$ cat src/rtl/transform_seq.sv
// Row sequencer for a two-pass 2-D transform: writes N rows into the transpose buffer, turns, reads
// them back out. Build with TSEQ_ERR_EN defined to enable the sticky start-misuse error flag.
module transform_seq #(
  parameter int unsigned ROWS_MAX = 32
) (
  input  logic                        clk,
  input  logic                        rst_n,
  input  logic                        start,
  input  logic [1:0]                  cfg_size,
  input  logic                        cfg_dct,
  input  logic                        cfg_idct,
  input  logic                        in_valid,
  output logic                        in_ready,
  output logic                        out_valid,
  input  logic                        out_ready,
  output logic [1:0]                  scl_size,
  output logic                        scl_dct,
  output logic                        scl_idct,
  output logic                        tbuf_wr,
  output logic                        tbuf_rd,
  output logic [$clog2(ROWS_MAX)-1:0] tbuf_addr,
  output logic                        busy,
  output logic                        done,
  output logic                        pass,
  output logic                        err
);

  localparam int unsigned CntW = $clog2(ROWS_MAX);

  typedef enum logic [2:0] {StIdle, StPass1, StTurn, StPass2, StDone} state_e;

  state_e            state_q;
  logic [CntW-1:0]   row_cnt_q;
  logic [1:0]        size_q;
  logic              dct_q;
  logic              idct_q;
  logic [CntW-1:0]   last_row;

  // N-1 = (4 << size) - 1, built as a low-order mask so 32 rows never overflow the counter width.
  assign last_row = ~({CntW{1'b1}} << ({1'b0, size_q} + 3'd2));

  always_ff @(posedge clk or negedge rst_n) begin
    if (!rst_n) begin
      state_q   <= StIdle;
      row_cnt_q <= '0;
      size_q    <= '0;
      dct_q     <= 1'b0;
      idct_q    <= 1'b0;
    end else begin
      unique case (state_q)
        StIdle: begin
          if (start) begin
            size_q    <= cfg_size;
            dct_q     <= cfg_dct;
            idct_q    <= cfg_idct;
            row_cnt_q <= '0;
            state_q   <= StPass1;
          end
        end
        StPass1: begin
          if (in_valid) begin
            if (row_cnt_q == last_row) begin
              row_cnt_q <= '0;
              state_q   <= StTurn;
            end else begin
              row_cnt_q <= row_cnt_q + CntW'(1);
            end
          end
        end
        StTurn: state_q <= StPass2;
        StPass2: begin
          if (out_ready) begin
            if (row_cnt_q == last_row) begin
              row_cnt_q <= '0;
              state_q   <= StDone;
            end else begin
              row_cnt_q <= row_cnt_q + CntW'(1);
            end
          end
        end
        StDone:  state_q <= StIdle;
        default: state_q <= StIdle;
      endcase
    end
  end

  always_comb begin
    in_ready  = 1'b0;
    out_valid = 1'b0;
    tbuf_wr   = 1'b0;
    tbuf_rd   = 1'b0;
    scl_dct   = 1'b0;
    scl_idct  = 1'b0;
    busy      = 1'b0;
    pass      = 1'b0;
    done      = 1'b0;
    tbuf_addr = row_cnt_q;
    scl_size  = size_q;
    unique case (state_q)
      StIdle: ;
      StPass1: begin
        in_ready = 1'b1;
        tbuf_wr  = in_valid;
        scl_dct  = dct_q;
        scl_idct = idct_q;
        busy     = 1'b1;
      end
      StTurn: begin
        pass = 1'b1;
        busy = 1'b1;
      end
      StPass2: begin
        out_valid = 1'b1;
        tbuf_rd   = out_ready;
        // Second pass keeps the inverse flag; the forward second pass uses the fixed shift.
        scl_idct  = idct_q;
        pass      = 1'b1;
        busy      = 1'b1;
      end
      StDone: begin
        done = 1'b1;
        busy = 1'b1;
      end
      default: ;
    endcase
  end

`ifdef TSEQ_ERR_EN
  logic err_q;

  always_ff @(posedge clk or negedge rst_n) begin
    if (!rst_n) begin
      err_q <= 1'b0;
    end else if (start && (busy || (cfg_dct == cfg_idct))) begin
      err_q <= 1'b1;
    end
  end

  assign err = err_q;
`else
  assign err = 1'b0;
`endif

endmodule
$ cat config.mk
export PLATFORM = sky130hd
export DESIGN_NAME = transform_seq
export DESIGN_NICKNAME = d
export VERILOG_FILES = /design/src/rtl/transform_seq.sv
export SDC_FILE = /design/constraint.sdc
export NUM_CORES = 1
export LEC_CHECK = 0
export BUFFER_PORTS_ARGS = -buffer_cell sky130_fd_sc_hd__buf_2
export CORE_MARGIN = 1.5
export CORE_UTILIZATION = 42
export CTS_CLUSTER_DIAMETER = 120
export CTS_CLUSTER_SIZE = 14
export DETAILED_ROUTE_END_ITERATION = 8
export GPL_TIMING_DRIVEN = 0
export PLACE_DENSITY = 0.74
export SETUP_SLACK_MARGIN = 0.4
export SLEW_MARGIN = 10
export SYNTH_ARGS = -nofsm -noshare
export SYNTH_HDL_FRONTEND = slang
export SYNTH_SLANG_ARGS = --single-unit
$ cat constraint.sdc
create_clock -name clk -period 3 [get_ports clk]
set_input_delay 0.15 -clock clk [delete_from_list [all_inputs] [get_ports clk]]
set_output_delay 0.15 -clock clk [all_outputs]
set_load 0.02 [all_outputs]
==> key figures <==
Outcome
  – Status: finished clean

Routing
  – Starting DRT DRC Count: 13
  – Avg WL per Cell: 12.4 um
  – Post-Route WL: 1.50 mm
  – Vias/cell: 5.69
  – Drc violations: 0
  – Antenna-violating nets left: 0
  – Via count: 689
  – DRT Pass-1 Iters: 6

Global route
  – Vias in the first global route: 563
  – Initial antenna violation count: 0
  – Total Routing Usage GR: 0.180
  – First-pass GRT wire length: 2.55 mm
  – Largest net degree at the start of global routing: 13
  – Gr ovfl total: 0

Critical path
  – WP depth: 4
  – Worst r2r src: state_q[1]
  – Worst Setup End Kind: primary output
  – Crit start category: flip-flop
  – Slowest-stage cell, CP: dfrtp_1
  – R2R setup slack: 1.22 ns
  – CP cell instances: clkbuf_1 -> nor2b_1 -> and3_1 -> buf_2
  – Reg2reg path depth: 3
  – Critical path class: reg2out
  – Crit Reg-Reg Endpoint: scl_size[1]
  – Crit Path Max Fanout: 10
  – Crit path buf inv count: 2
  – CP max stage delay: 0.40 ns
  – Req. time, crit path: 2.85 ns
  – Top delay family on crit path: simple AND/OR/NAND/NOR gates
  – CP arrival: 1.71 ns

Yosys
  – Syn avg cell area: 9.52 um2
  – Synthesized area: 723 um2
  – Synth top area cells: dfrtp_1 (42%), mux2_2 (7.8%), and2_1 (4.3%)
  – Synth cell types: 34
  – Sequential share of the synthesized area: 0.415
  – Number of synthesized register bits: 12
  – Yosys top cell area share: 0.415
  – Number of standard cells after synthesis: 76
  – Yosys Warn Count: 0
  – Area leader, netlist: dfrtp_1
  – Post-synth net total: 86

STA
  – FMAX: 0.537 GHz
  – Final hold slack: 0.118 ns
  – Skew final: 0.00217 ns
  – Minimum clock period: 1.86 ns
  – RSZ-0062 raised after global routing: false
  – Final Cycle Share: 0.620
  – Final count of hold timing violations: 0
  – Fin Setup TNS: 0 ns
  – Slew Limit Fails: 0
  – Slew HR: 0.455
  – Setup slack after layout: 1.14 ns
  – Final Setup Violations: 0
  – Least-Margin Pin Slew: 0.805 ns

Min path
  – Worst hold path type: in2reg
  – Worst hold path startpoint: cfg_idct
  – Hold Crit Endpoint: idct_q
  – Hold path depth: 2

Layout
  – Design area: 910 um2
  – Share of layout cells above drive strength 1: 0.352
  – Synth-to-layout area growth: 25.8%
  – Antenna fix cells: 0
  – Final #Nets: 116
  – Fillers: 142

Clock tree
  – Worst skew pair latency: 0.26 ns
  – Num CTS Buffers: 3
  – CTS resizes: 0
  – Clock transition at path regs: 0.07 ns
  – CTS Sinks: 12
  – CTS root buf: clkbuf_4
  – TritonCTS clock tree: yes
  – CTS Buffer Depth: 2
  – Post-CTS setup buffers: 0
  – H-tree levels: 1

Place
  – RD Place Congestion: 0.790
  – Detailed placement HPWL: 1.18 mm
  – Setup Slack @ Placement: 1.16 ns
  – Port buffer count: 24
  – Placed inst area: 863 um2

Pwr
  – Maximum vdd drop: 0.000514 V
  – Leakage power: 0.442 nW
  – Pwr/cell area: 798 nW/um2

Run
  – Max Cap Viol: 0

Floorplan
  – Die width: 44.5 um
  – Row cnt: 14
  – Io pins: 26
  – Die area: 1980 um2
  – Placeable Area: 1560 um2
  – Initial Utilization: 0.464
  – Die height: 44.5 um
[area by class of cell]
type                            instances  area (um2)  area share
Tap cell                               16        20.0      0.0220
Clock buffer                            4        36.3      0.0399
Timing Repair Buffer                   25         130       0.143
Sequential cell                        12         300       0.330
Buffer                                  4        21.3      0.0234
Inverter                                3        11.3      0.0124
Multi-Input combinational cell         57         390       0.429
[cell usage in the layout (no fill, tap or decap), types with 2 or more instances in the layout]
| cell type | Yosys | layout |
|---|---|---|
| and2_1 | 5 | 5 |
| nor3_1 | 3 | 3 |
| nor2_1 | 4 | 4 |
| or3_1 | 2 | 2 |
| dfrtp_1 | 12 | 12 |
| o21ai_0 | 2 | 2 |
| nand2_1 | 6 | 6 |
| nand3_1 | 2 | 2 |
| o21a_1 | 2 | 2 |
| buf_2 | 2 | 26 |
| xnor2_1 | 2 | 2 |
| mux2_2 | 5 | 5 |
| clkbuf_4 | 0 | 3 |
| and3_1 | 4 | 4 |
| o211ai_1 | 3 | 3 |
| inv_1 | 3 | 3 |
[per-stage QoR]
step | utilization | instances | total power [W]
after floorplan | - | 76 | 0.000498
after global placement | 0.554 | 116 | 0.000592
after detailed placement | 0.554 | 116 | 0.000609
after CTS | 0.583 | 121 | 0.000736
after global routing | 0.583 | 121 | 0.000785
final | 0.583 | 121 | 0.000726
[worst reg2reg max path, cell delays in order, from the launching register on]
cell and delay [ns]:
dfrtp_1 0.36, buf_2 0.16, nor4b_1 0.73, mux2_2 0.41
[power breakdown]
| group | internal, W | leakage, nW | total, W | switching, W |
|---|---|---|---|---|
| logic | 0.000144 | 0.283 | 0.000352 | 0.000207 |
| clock network | 0.0000737 | 0.0210 | 0.000122 | 0.0000482 |
| registers | 0.000201 | 0.138 | 0.000253 | 0.0000513 |
[cell families after synthesis]
kind of cell | after synthesis | synth area share
other cells | 1 | 0.00519
flops | 12 | 0.415
mux | 6 | 0.0917
compound gates | 17 | 0.182
buf+inv | 7 | 0.0450
xor+xnor | 2 | 0.0242
simple gates | 30 | 0.220
fa+ha+maj | 1 | 0.0173
[worst max path at each step]
stage	to	start
after floorplan	dct_q	state_q[1]
after global placement	dct_q	state_q[1]
after detailed placement	scl_size[1]	state_q[1]
after CTS	tbuf_rd	state_q[0]
after global routing	tbuf_rd	state_q[0]
final	tbuf_rd	state_q[0]
[what timing repair did]
| action | CTS | global route |
|---|---|---|
| setup endpoints to repair | 0 | 0 |
| endpoints found under the hold margin | 12 | 0 |
| hold buffers | 1 | 0 |
[sequential cells by signal, indices dropped and copies added (netlist names)]
| name | cells |
|---|---|
| dct_q | 1 |
| tbuf_addr | 5 |
| scl_size | 2 |
| state_q | 3 |
| idct_q | 1 |
[synth_stat cells (all sizes together)]
library cell,number
a2111oi,1
a211o,1
a21boi,1
a221oi,1
a311oi,1
a31oi,1
a32o,1
and2,5
and3,4
buf,3
clkbuf,1
conb,1
dfrtp,12
ha,1
inv,3
mux2,5
mux2i,1
nand2,6
nand2b,1
nand3,2
nor2,4
nor2b,1
nor3,3
nor4b,1
o2111ai,1
o211ai,3
o21a,2
o21ai,2
o311ai,1
o31ai,1
or2,1
or3,2
xnor2,2
[routing by layer]
metal	track usage	share of wire	vias to the layer above
li1	-	-	338
met1	0.235	0.43	323
met2	0.272	0.50	26
met3	0.0612	0.065	2
met4	0.0727	0.0060	0
met5	0	0	-
(Power assumes the default switching activity.)
